File: config.mk
export PLATFORM = sky130hd
export DESIGN_NAME = pc_unit
export DESIGN_NICKNAME = d
export VERILOG_FILES = /design/src/rtl/pc_unit.sv
export SDC_FILE = /design/constraint.sdc
export NUM_CORES = 1
export LEC_CHECK = 0
export CAP_MARGIN = 10
export CORE_ASPECT_RATIO = 1.4
export CORE_MARGIN = 1.5
export CORE_UTILIZATION = 26
export CTS_CLUSTER_SIZE = 14
export DETAILED_ROUTE_END_ITERATION = 12
export DONT_BUFFER_PORTS = 1
export PLACE_DENSITY = 0.37
export SETUP_SLACK_MARGIN = 0.3
export SLEW_MARGIN = 20
export SYNTH_ARGS = -nofsm -noshare
export SYNTH_HDL_FRONTEND = slang
export SYNTH_SLANG_ARGS = --single-unit
File: constraint.sdc
create_clock -name clk -period 2.3 [get_ports clk]
set_clock_uncertainty 0.2 [all_clocks]
set_input_delay 0.345 -clock clk [delete_from_list [all_inputs] [get_ports clk]]
set_output_delay 0.345 -clock clk [all_outputs]
set_load 0.05 [all_outputs]
File: src/rtl/pc_unit.sv
// Program-counter unit: BOOT/RUN sequencer that selects the next fetch address
// from exceptions, redirects, exception return and sequential advance.
module pc_unit #(
  parameter int                 ADDR_W    = 32,
  parameter logic [ADDR_W-1:0]  RESET_VEC = '0,
  parameter logic [ADDR_W-1:0]  EXC_VEC   = ADDR_W'(32'h0000_0080),
  parameter int                 STEP      = 4
) (
  input  logic              clk,
  input  logic              rst,
  input  logic              stall,
  input  logic              imem_ready,
  input  logic              redirect_valid,
  input  logic [ADDR_W-1:0] redirect_addr,
  input  logic              exc_req,
  input  logic              eret,
  output logic [ADDR_W-1:0] pc_out,
  output logic              pc_valid,
  output logic [ADDR_W-1:0] epc_out,
  output logic              misalign
);

  typedef enum logic {
    BOOT,
    RUN
  } state_t;

  // STEP is a power of two, so the low bits below it flag a misaligned target.
  localparam logic [ADDR_W-1:0] STEP_MASK = ADDR_W'(STEP - 1);
  localparam logic [ADDR_W-1:0] STEP_INC  = ADDR_W'(STEP);

  state_t            state, state_next;
  logic [ADDR_W-1:0] pc_next, epc_next;
  logic              misalign_next;
  logic              redirect_misaligned;

  assign redirect_misaligned = redirect_valid && ((redirect_addr & STEP_MASK) != '0);
  assign pc_valid            = (state == RUN);

  // NOTE: every output of this block gets a default before the case so that
  // no path leaves a variable unassigned, which would infer a latch.
  always_comb begin
    state_next    = state;
    pc_next       = pc_out;
    epc_next      = epc_out;
    misalign_next = 1'b0;
    unique case (state)
      BOOT: state_next = RUN;
      RUN: begin
        if (exc_req) begin
          epc_next = pc_out;
          pc_next  = EXC_VEC;
        end else if (redirect_misaligned) begin
          epc_next      = redirect_addr;
          pc_next       = EXC_VEC;
          misalign_next = 1'b1;
        end else if (eret) begin
          pc_next = epc_out;
        end else if (redirect_valid) begin
          pc_next = redirect_addr;
        end else if (imem_ready && !stall) begin
          pc_next = pc_out + STEP_INC;
        end
      end
      default: state_next = BOOT;
    endcase
  end

  // NOTE: sequential state uses non-blocking assignments so all registers
  // update together from values sampled before the edge.
  always_ff @(posedge clk) begin
    if (rst) begin
      state    <= BOOT;
      pc_out   <= RESET_VEC;
      epc_out  <= '0;
      misalign <= 1'b0;
    end else begin
      state    <= state_next;
      pc_out   <= pc_next;
      epc_out  <= epc_next;
      misalign <= misalign_next;
    end
  end

endmodule

Yosys cells after proc, flatten, opt, wreduce, memory -nomap -nowiden

Index checks and enable logic that the tools add are counted.

Word-level logic and storage cells: 24
Input port bits: 39
Output and inout port bits: 66
Bits in registers: 66

Mux-type cells: 9
Bitwise operators: 1
Reduce and logical (&&, ||, !) cells: 9
Add/sub/neg operators: 1

Operators with widths:

| cell                  | count |
|---|---|
| $mux 32               | 7 |
| $add 32x3->32 const B | 1 |
| $reduce_bool 32->1    | 1 |
| $reduce_bool 5->1     | 1 |
| $reduce_and 2->1      | 2 |
| $reduce_or 3->1       | 1 |
| $logic_and 1x1->1     | 2 |
| $mux 1                | 2 |
| $reduce_bool 2->1     | 1 |
| $logic_not 1->1       | 1 |
| $not 1->1             | 1 |

Longest topological paths before layout

Depth after elaboration: 7
Gate-level depth with buffers: 8
Mapped depth without buffers: 6

Worst setup path before layout

OpenSTA, ideal clock, no wires.

Path type: register to register
Start: register pc_out[2]
End: register pc_out[12]
Required time: 1.978 ns
Arrival time: 1.946 ns
Buffers on the path: 0
Path slack: 0.032 ns
Stages on the path, launching flop included: 7
Setup time: 0.122 ns
Clock period less this slack: 2.268 ns
Path through: dfxtp_1 ha_1 and3_1 and2_1 nand3_1 and3_1 a221o_1

Cells in the longest elaborated chain, start to end: 6

RTL lines:

| item                   | line | text |
|---|---|---|
| start, declared        | 17   | `output logic [ADDR_W-1:0] pc_out,` |
| start signal, assigned | 79   | `pc_out <= pc_next;` |
| $add 32x3->32          | 62   | `pc_next = pc_out + STEP_INC;` |
| $mux 32                | 61   | `end else if (imem_ready && !stall) begin` |
| $mux 32                | 59   | `end else if (redirect_valid) begin` |
| $mux 32                | 57   | `end else if (eret) begin` |
| $mux 32                | 53   | `end else if (redirect_misaligned) begin` |
| $mux 32                | 50   | `if (exc_req) begin` |

No other way between the ends. The select of a mux whose other input is x is not followed.
A chain may end at the register's enable or synchronous reset.

Worst setup path in the final report

Start: register pc_out[2]
End: register pc_out[20]

Same word-level chain as after synthesis.

==> metrics.cfg <==
[outcome]
status=finished clean

[hold_path]
worstHoldStart=redirect_addr[10]
hold_class=in2reg
holdPathStages=2
min_delay_worst_endpoint=pc_out[10]

[synthesis]
async_reset_ff_share_pct=0
yosysSeqAreaShare_pct=34.1
ys_types=63
avgSynthCellArea_um2=8.52
ys_seq_elements=66
synth_top_area_cell=dfxtp_1
synthFlopType=dfxtp_1
netlist_top_cells_area=dfxtp_1 34%, mux2i_1 9.0%, a211oi_1 6.6%
synthDominantCellAreaShare_pct=34.1
syn_inst=455
synth_edf_count=0
synth_nets=495
yosys_warnings=0
synth_area_um2=3880

[setup_path]
rrSetupSlack_ns=0.35
worst_ep_required_time_ns=2.33
path_class=reg2reg
r2r_cells=6
startpoint_type=flop
crit_path_end_kind=flop
worstPathArrival_ns=1.97
rr_endpoint=pc_out[20]
r2r_start=pc_out[2]
cp_max_fo=7

[clock_tree]
clk_pin_slew_ns=0.06
cts_max_path_buffers=2
clk_latency_ns=0.34
h-tree-depth=3
cts_inserted_buffers=9
clock-sinks=66
cts_tree=built
clockRootBuffer=clkbuf_16

[timing]
drv_slew=0
layout_min_cycle_time_ns=1.95
rsz0062_at_grt=yes
fin_ws_ns=0.353
maxSlewHeadroom_pct=34.2
finalSetupViolCount=0
timing.final.hold_violations=0
fin_crit_sh_pct=84.6
setup-tns-final_ns=0
clock.fmax_ghz=0.514
max_slew.worst_pin.slew_ns=0.987

[place]
dpl.hpwl_um=10200
gp_congestion=0.809
post_dp_cell_area_um2=4480
pre_cts_ws_ns=0.107
io_buffers=0

[grt]
grt_max_degree=51
grt_pass1_wl_um=23300
grt_usage_pct=19.9
grt_pass1_vias=3879
antenna_found_initial=0
grt_overflow=0

[route]
wire_per_inst_um=21.4
drc=0
drtIter0Drc=174
dr_total_vias=3842
detail-route-antenna-nets=0
viasPerCell=5.47
wl_um=15000
drtPass1Iterations=4

[power_and_ir_drop]
p_per_area_nw_per_um2=690
p_leak_uw=0.00186
peakVddDrop_mv=0.255

[floorplanning]
die_w_um=106
core_um2=14500
ios=105
die_y_um=147
dieArea_um2=15700
start_util_pct=26.7
fp-row-count=52

[final_layout]
drive_gt1_share_pct=26.3
layout_commonest_cell=buf_4
nNetsFinal=548
antenna_cells=0
area_delta_synth_final_pct=27.1
design_area_um2=4930
final_cell_mix=70 x buf_4, 55 x nor2_1, 41 x dfxtp_1

[job]
max_cap_viol_count=0

## through the flow
step	power, uW	util (%)	cells	hold WS, ns
global placement	1880	30.9	677	0.220
CTS	3430	33.7	699	0.0101
global route	3520	34.0	702	0.0417
finish	3400	34.0	702	0.0183
floorplan	1760	-	455	0.337
detailed placement	1890	30.9	677	0.222
## kinds of logic (layout without fill, tap and decap cells)
kind of cell             after synthesis  after routing  share of synthesized area [%]
buffers and inverters                 45            102                           5.65
adder cells (fa/ha/maj)                1              1                          0.323
XOR/XNOR                              10             10                           2.26
AO/OA/AOI/OAI                        152            152                           27.9
AND/OR/NAND/NOR                      146            147                           20.7
flip-flops                            66             66                           34.1
multiplexers                          35             35                           9.04
## state kept, by name, summed over array words and instances, names as in the netlist
name	count
epc_out	32
pc_out	32
pc_valid	1
misalign	1
## power by group
group          total, uW  switching, uW  internal [uW]
combinational        588            388            200
clock               1510            545            960
sequential          1310            104           1200
total               3400           1040           2360
## worst max path at each step
stage | start | end | slack, ns
after floorplan | pc_out[18] | pc_out[23] | 0.31
after global placement | redirect_addr[0] | epc_out[3] | 0.16
after detailed placement | redirect_addr[0] | epc_out[20] | 0.11
after CTS | pc_out[2] | pc_out[23] | 0.29
after global routing | pc_valid | pc_out[21] | 0.29
final | pc_out[2] | pc_out[20] | 0.35
## final cells by class
type                       count  area [um2]
inverter                      10        37.5
timing repair buffer          76         604
clock inverter                 1        30.0
clock buffer                  15         288
sequential                    66        1360
tap                          189         236
fill                        1538        9580
multi-input combinational    345        2380
## repair_timing
action                                 CTS  global route
gates resized for setup                  4             6
buffers inserted                         0             3
cloned                                   1             0
pin swaps                                1             4
endpoints found under the hold margin   51             0
setup endpoints to repair               11            12
hold buffers                             5             0
## worst max-delay path, stage by stage, from the launching register on
cell	delay, ns
dfxtp_4	0.49
ha_4	0.18
and3_4	0.21
nand4_4	0.11
or2_1	0.27
a21o_1	0.18
a22o_1	0.19
## cell usage after synthesis, types with 6 or more instances
master    number
dfxtp_1       66
nor2_1        55
mux2i_1       35
a211oi_1      34
o21ai_0       24
o22ai_1       21
a21oi_1       19
buf_2         19
nand2_1       18
nor3_1        18
nand3_1       12
inv_1          9
nand4_1        9
clkbuf_1       8
xnor2_1        8
a21o_1         6
a22o_1         6
a22oi_1        6
## per-layer routing
metal / part of all wire (%) / vias up / GRT usage [%]
li1: - / 1830 / -
met1: 40 / 1860 / 23.2
met2: 52 / 133 / 35.2
met4: 2.3 / 0 / 8.11
met3: 6.2 / 19 / 4.19
met5: 0 / - / 0
Note: power is estimated with default switching activity, not from simulation.
